File: src/rtl/turn_sig_pkg.sv
// Shared definitions for the left and right turn-signal sequencers:
// state encoding, LED patterns for both clusters and the default step rate.
package turn_sig_pkg;

  localparam int TICK_DIV_DEFAULT = 50;
  localparam int NLED             = 3;

  typedef enum logic [2:0] {
    IDLE   = 3'd0,
    L1     = 3'd1,
    L2     = 3'd2,
    L3     = 3'd3,
    OFF    = 3'd4,
    HZ_ON  = 3'd5,
    HZ_OFF = 3'd6
  } state_t;

  // leds[2] is the innermost lamp on the left cluster, leds[0] on the right
  localparam logic [NLED-1:0] LEFT_L1  = 3'b100;
  localparam logic [NLED-1:0] LEFT_L2  = 3'b110;
  localparam logic [NLED-1:0] LEFT_L3  = 3'b111;
  localparam logic [NLED-1:0] RIGHT_L1 = 3'b001;
  localparam logic [NLED-1:0] RIGHT_L2 = 3'b011;
  localparam logic [NLED-1:0] RIGHT_L3 = 3'b111;
  localparam logic [NLED-1:0] LED_OFF  = 3'b000;
  localparam logic [NLED-1:0] LED_ALL  = 3'b111;

  function automatic logic [NLED-1:0] left_pattern(input state_t s);
    logic [NLED-1:0] p;
    case (s)
      L1:      p = LEFT_L1;
      L2:      p = LEFT_L2;
      L3:      p = LEFT_L3;
      HZ_ON:   p = LED_ALL;
      default: p = LED_OFF;
    endcase
    return p;
  endfunction

endpackage

File: src/rtl/turn_tick_prescaler.sv
// Step-rate prescaler shared by the turn-signal sequencers: pulses tick on
// the last count of each TICK_DIV-cycle step while run is high.
module turn_tick_prescaler #(
  parameter int TICK_DIV = 50
) (
  input  logic clk,
  input  logic rst,
  input  logic run,
  input  logic clr,
  output logic tick
);

  localparam int CW = (TICK_DIV > 1) ? $clog2(TICK_DIV) : 1;
  localparam logic [CW-1:0] LAST = CW'(TICK_DIV - 1);

  logic [CW-1:0] r_cnt;

  // clr wins over run so a restart always begins a full step
  always_ff @(posedge clk or negedge rst) begin
    if (!rst) begin
      r_cnt <= '0;
    end else if (clr) begin
      r_cnt <= '0;
    end else if (run) begin
      if (r_cnt == LAST) begin
        r_cnt <= '0;
      end else begin
        r_cnt <= r_cnt + CW'(1);
      end
    end else begin
      r_cnt <= r_cnt;
    end
  end

  assign tick = run && (r_cnt == LAST);

endmodule

File: src/rtl/left_turn_fsm.sv
// Left tail-light sequencer: L1 -> L2 -> L3 -> OFF while enabled, wrap on L3->OFF.
// Optional hazard flasher (haz input, HZ_ON/HZ_OFF) under LEFT_TURN_FSM_HAZARD_EN.
import turn_sig_pkg::*;

module left_turn_fsm #(
  parameter int TICK_DIV = TICK_DIV_DEFAULT
) (
  input  logic            clk,
  input  logic            rst,
  input  logic            ena,
`ifdef LEFT_TURN_FSM_HAZARD_EN
  input  logic            haz,
`endif
  output logic [NLED-1:0] leds,
  output logic            wrap
);

  state_t          r_state;
  state_t          w_next;
  logic [NLED-1:0] r_leds;
  logic [NLED-1:0] w_leds_next;
  logic            r_wrap;
  logic            w_wrap_next;
  logic            w_tick;
  logic            w_run;
  logic            w_clr;

`ifdef LEFT_TURN_FSM_HAZARD_EN
  logic w_in_hz;
  assign w_in_hz = (r_state == HZ_ON) || (r_state == HZ_OFF);
  assign w_run   = (r_state != IDLE) && (ena || haz);
  assign w_clr   = (w_next == IDLE) || (r_state == IDLE) ||
                   ((w_next == HZ_ON) && !w_in_hz);
`else
  assign w_run   = (r_state != IDLE) && ena;
  assign w_clr   = (w_next == IDLE) || (r_state == IDLE);
`endif

  turn_tick_prescaler #(
    .TICK_DIV (TICK_DIV)
  ) u_prescaler (
    .clk  (clk),
    .rst  (rst),
    .run  (w_run),
    .clr  (w_clr),
    .tick (w_tick)
  );

  // State and outputs are registered together so no input reaches a pin combinationally
  always_ff @(posedge clk or negedge rst) begin
    if (!rst) begin
      r_state <= IDLE;
      r_leds  <= LED_OFF;
      r_wrap  <= 1'b0;
    end else begin
      r_state <= w_next;
      r_leds  <= w_leds_next;
      r_wrap  <= w_wrap_next;
    end
  end

  // Next-state selection; hazard beats ena, and ena=0 beats tick
  always_comb begin
    w_next = r_state;
`ifdef LEFT_TURN_FSM_HAZARD_EN
    if (haz) begin
      if (r_state == HZ_ON) begin
        w_next = w_tick ? HZ_OFF : HZ_ON;
      end else if (r_state == HZ_OFF) begin
        w_next = w_tick ? HZ_ON : HZ_OFF;
      end else begin
        w_next = HZ_ON;
      end
    end else if (w_in_hz || !ena) begin
      w_next = IDLE;
    end else begin
`else
    if (!ena) begin
      w_next = IDLE;
    end else begin
`endif
      case (r_state)
        IDLE:    w_next = L1;
        L1:      w_next = w_tick ? L2  : L1;
        L2:      w_next = w_tick ? L3  : L2;
        L3:      w_next = w_tick ? OFF : L3;
        OFF:     w_next = w_tick ? L1  : OFF;
        default: w_next = IDLE;
      endcase
    end
  end

  // Output values for the state being entered
  always_comb begin
    w_leds_next = left_pattern(w_next);
    w_wrap_next = 1'b0;
    if ((r_state == L3) && (w_next == OFF)) begin
      w_wrap_next = 1'b1;
    end else begin
      w_wrap_next = 1'b0;
    end
  end

  assign leds = r_leds;
  assign wrap = r_wrap;

endmodule
File: config.mk
export PLATFORM = sky130hd
export DESIGN_NAME = left_turn_fsm
export DESIGN_NICKNAME = d
export VERILOG_FILES = /design/src/rtl/turn_sig_pkg.sv /design/src/rtl/turn_tick_prescaler.sv /design/src/rtl/left_turn_fsm.sv
export SDC_FILE = /design/constraint.sdc
export NUM_CORES = 1
export LEC_CHECK = 0
export ABC_AREA = 1
export BUFFER_PORTS_ARGS = -buffer_cell sky130_fd_sc_hd__buf_2
export CAP_MARGIN = 0
export CORE_UTILIZATION = 50
export CTS_BUF_LIST = sky130_fd_sc_hd__clkbuf_16
export CTS_CLUSTER_SIZE = 40
export DETAILED_ROUTE_END_ITERATION = 6
export PLACE_DENSITY = 0.72
export RECOVER_POWER = 25
export SETUP_SLACK_MARGIN = 0.5
export SLEW_MARGIN = 40
export SYNTH_ARGS = -nofsm -noshare
export SYNTH_HDL_FRONTEND = slang
export SYNTH_HIERARCHICAL = 1
export SYNTH_SLANG_ARGS = --single-unit
File: constraint.sdc
create_clock -name clk -period 3.15 [get_ports clk]
set_clock_uncertainty 0.1 [all_clocks]
set_input_delay 0.945 -clock clk [delete_from_list [all_inputs] [get_ports clk]]
set_output_delay 0.945 -clock clk [all_outputs]
set_load 0.03 [all_outputs]
==> results.cfg <==
[floorplanning]
die_area_mm2 = 0.001608
dieWidth_um = 40.10
num_rows = 13
die_h_um = 40.10
io_pins = 7
initial_core_util = 0.5508
core_mm2 = 0.001318

[finish]
fin_nets = 110
instances_no_fill = 119
layout-drive-gt1-share = 0.2212
n_antenna_cell = 0
syn_to_final_growth_pct = 17.41
nFillCells = 113
utilization = 0.6467

[synth]
synthesis.nets = 99
ys_types = 17
seq_area_frac_synth = 0.4483
netlist_top_cells_area = dfrtp_1 (45%), inv_1 (9.8%), nand2_1 (8.8%)
synth.avg_cell_area_um2 = 7.720
ys_seq_elements = 13
ys_warn_count = 6
netlist.area_leader.share = 0.4483
syn_area_um2 = 725.7
synth_area_leader_cell = dfrtp_1
synthCells = 94

[sta]
fmax_mhz = 477.4
hold_viol_final = 0
fin_crit_sh = 0.6649
relSlewSlack = 0.5551
rsz0062_at_grt = false
setup_tns_ps = 0
tightest_slew_ps = 667.4
report.final.slew_viol_count = 0
finalSetupViolations = 0
min_period_ps = 2094

[worst_setup_path]
cp-start-kind = primary input
crit_arrival_ps = 2120
crit_type = in -> reg
crit_required_ps = 3180
cp_max_fo = 5
crit_slowest_cell = nor2_1
path_common_cell = inv_1
endpoint_kind = flip-flop
slowest_delay_ps = 280
cp_cell_sequence = buf_2 -> inv_1 -> a21oi_1 -> inv_1 -> nor2_1 -> nand2_2 -> nand2_1 -> nand2_1 -> nand2_2 -> inv_1

[clock_network]
clk_latency_ps = 240
cts_buffers = 3
cts_tree = done
cts-htree-levels = 1
clkTransAtPathRegs_ps = 40
cts_root_buffer = clkbuf_16
cts.sinks = 13
post-cts-setup-buffers = 0
cts_resized = 0
clock_path_buffers = 2
postCtsHoldBufs = 0

[pwr]
comb_power_share = 0.093
p_clk_frac = 0.507
p_sw_frac = 0.2191
power.internal_mw = 0.3541
power_leakage_nw = 0.4539
max-vdd-ir-drop_v = 0.0004212
power_mw = 0.4535
power_switching_mw = 0.09935
p_per_area_mw_per_mm2 = 532.2
seq_power_share = 0.400

[routing]
drt_iter0_drc = 6
routedWlPerCell_um = 10.03
firstDrtPassIters = 4
final_antenna_net_count = 0
vias = 582
drt_wl_total_um = 1193
drc = 0
viasPerCell = 4.891

[placed_design]
routabilityCongestion = 0.7117
post-place-cells = 115
io_buffers = 6
dpl.hpwl_um = 891.1

[grt]
grt_pass1_wl_um = 2021
grt_pass1_vias = 507
grt_max_degree = 14
grt_usage = 0.2047
antenna_found_initial = 0
grt_remaining_overflow = 0

[hold_path]
hold_path.class = reg -> reg

[status]
run_status = complete, no violations

[flow_run]
maxCapViolCount = 0
==> per-layer routing <==
metal	GRT usage	vias up	share of wire
li1	-	305	-
met5	0	-	0
met1	0.2265	262	0.45
met2	0.3105	11	0.49
met4	0.1552	0	0.021
met3	0.08333	4	0.039
==> state kept, by name, summed over array words and instances, names as in the netlist <==
register	count
r_state	3
wrap	1
leds	3
u_prescaler/r_cnt	6
==> synth_stat cells <==
master / count
inv_1: 19
nand2_1: 17
dfrtp_1: 13
nor2_1: 10
a21oi_1: 8
nand3_1: 7
nand2_2: 5
nor2_2: 5
ha_1: 2
a21oi_2: 1
clkinv_1: 1
inv_2: 1
inv_4: 1
nand3_2: 1
nand4_1: 1
nand4_4: 1
o21ai_1: 1
==> worst max-delay path, delay by kind of cell <==
kind	cells	cell delay [ps]
and+or+nand+nor	5	600
AOI/OAI and AO/OA	1	260
buffers and inverters	4	320
==> layout by cell type, fill, tap and decap left out, types with 2 or more instances in the layout <==
master,n
a21oi_1,8
buf_2,5
clkbuf_16,3
dfrtp_1,13
ha_1,2
inv_1,20
nand2_1,17
nand2_2,5
nand3_1,7
nor2_1,10
nor2_2,5
==> metrics by stage <==
step           hold WS, ps  setup WS (ps)  area [µm²]
2_1_floorplan        412.0           1071       725.7
3_3_place_gp         449.3          833.5       774.5
3_5_place_dp         449.1          812.4       774.5
4_1_cts              459.2           1054       853.3
5_1_grt              508.4          853.3       852.1
6_report             458.9           1056       852.1
==> path summary, 6_finish.rpt <==
path,from,to,slack [ps],cells after the start
worst max-delay path,ena,r_state[0],1060,10
worst min register to register,u_prescaler/r_cnt[1],u_prescaler/r_cnt[1],460,2
min in group asynchronous,rst,u_prescaler/r_cnt[4],620,1
worst min-delay path,u_prescaler/r_cnt[1],u_prescaler/r_cnt[1],460,2
worst max register to register,r_state[0],r_state[0],1400,9
max in group asynchronous,rst,u_prescaler/r_cnt[5],1910,1
==> power by group through the flow <==
stage          Sequential [mW]  Clock (mW)  Combinational [mW]
2_1_floorplan            0.185           0              0.0288
3_3_place_gp             0.184           0              0.0410
3_5_place_dp             0.184           0              0.0427
4_1_cts                  0.181       0.238              0.0435
5_1_grt                  0.182       0.247              0.0503
6_report                 0.181       0.230              0.0421
==> cells by family (layout without fill, tap and decap cells) <==
kind of cell,after synthesis,count (layout),share of synthesized area
AO/OA/AOI/OAI,10,10,0.07414
adder cells (fa/ha/maj),2,2,0.03448
buffers and inverters,22,32,0.1172
flip-flops,13,13,0.4483
AND/OR/NAND/NOR,47,47,0.3259
==> area by class of cell <==
type                    count  area, µm²  share of cell area
repair buffers              6      28.78             0.03377
well taps                  15      18.77             0.02203
inverters                  22      85.08             0.09985
multi-input cells          59      315.3              0.3700
flip-flops and latches     13      325.3              0.3818
clock inverters             1      3.754            0.004405
clock buffers               3      75.07             0.08811
No activity file was read; power rests on OpenSTA's default activity.
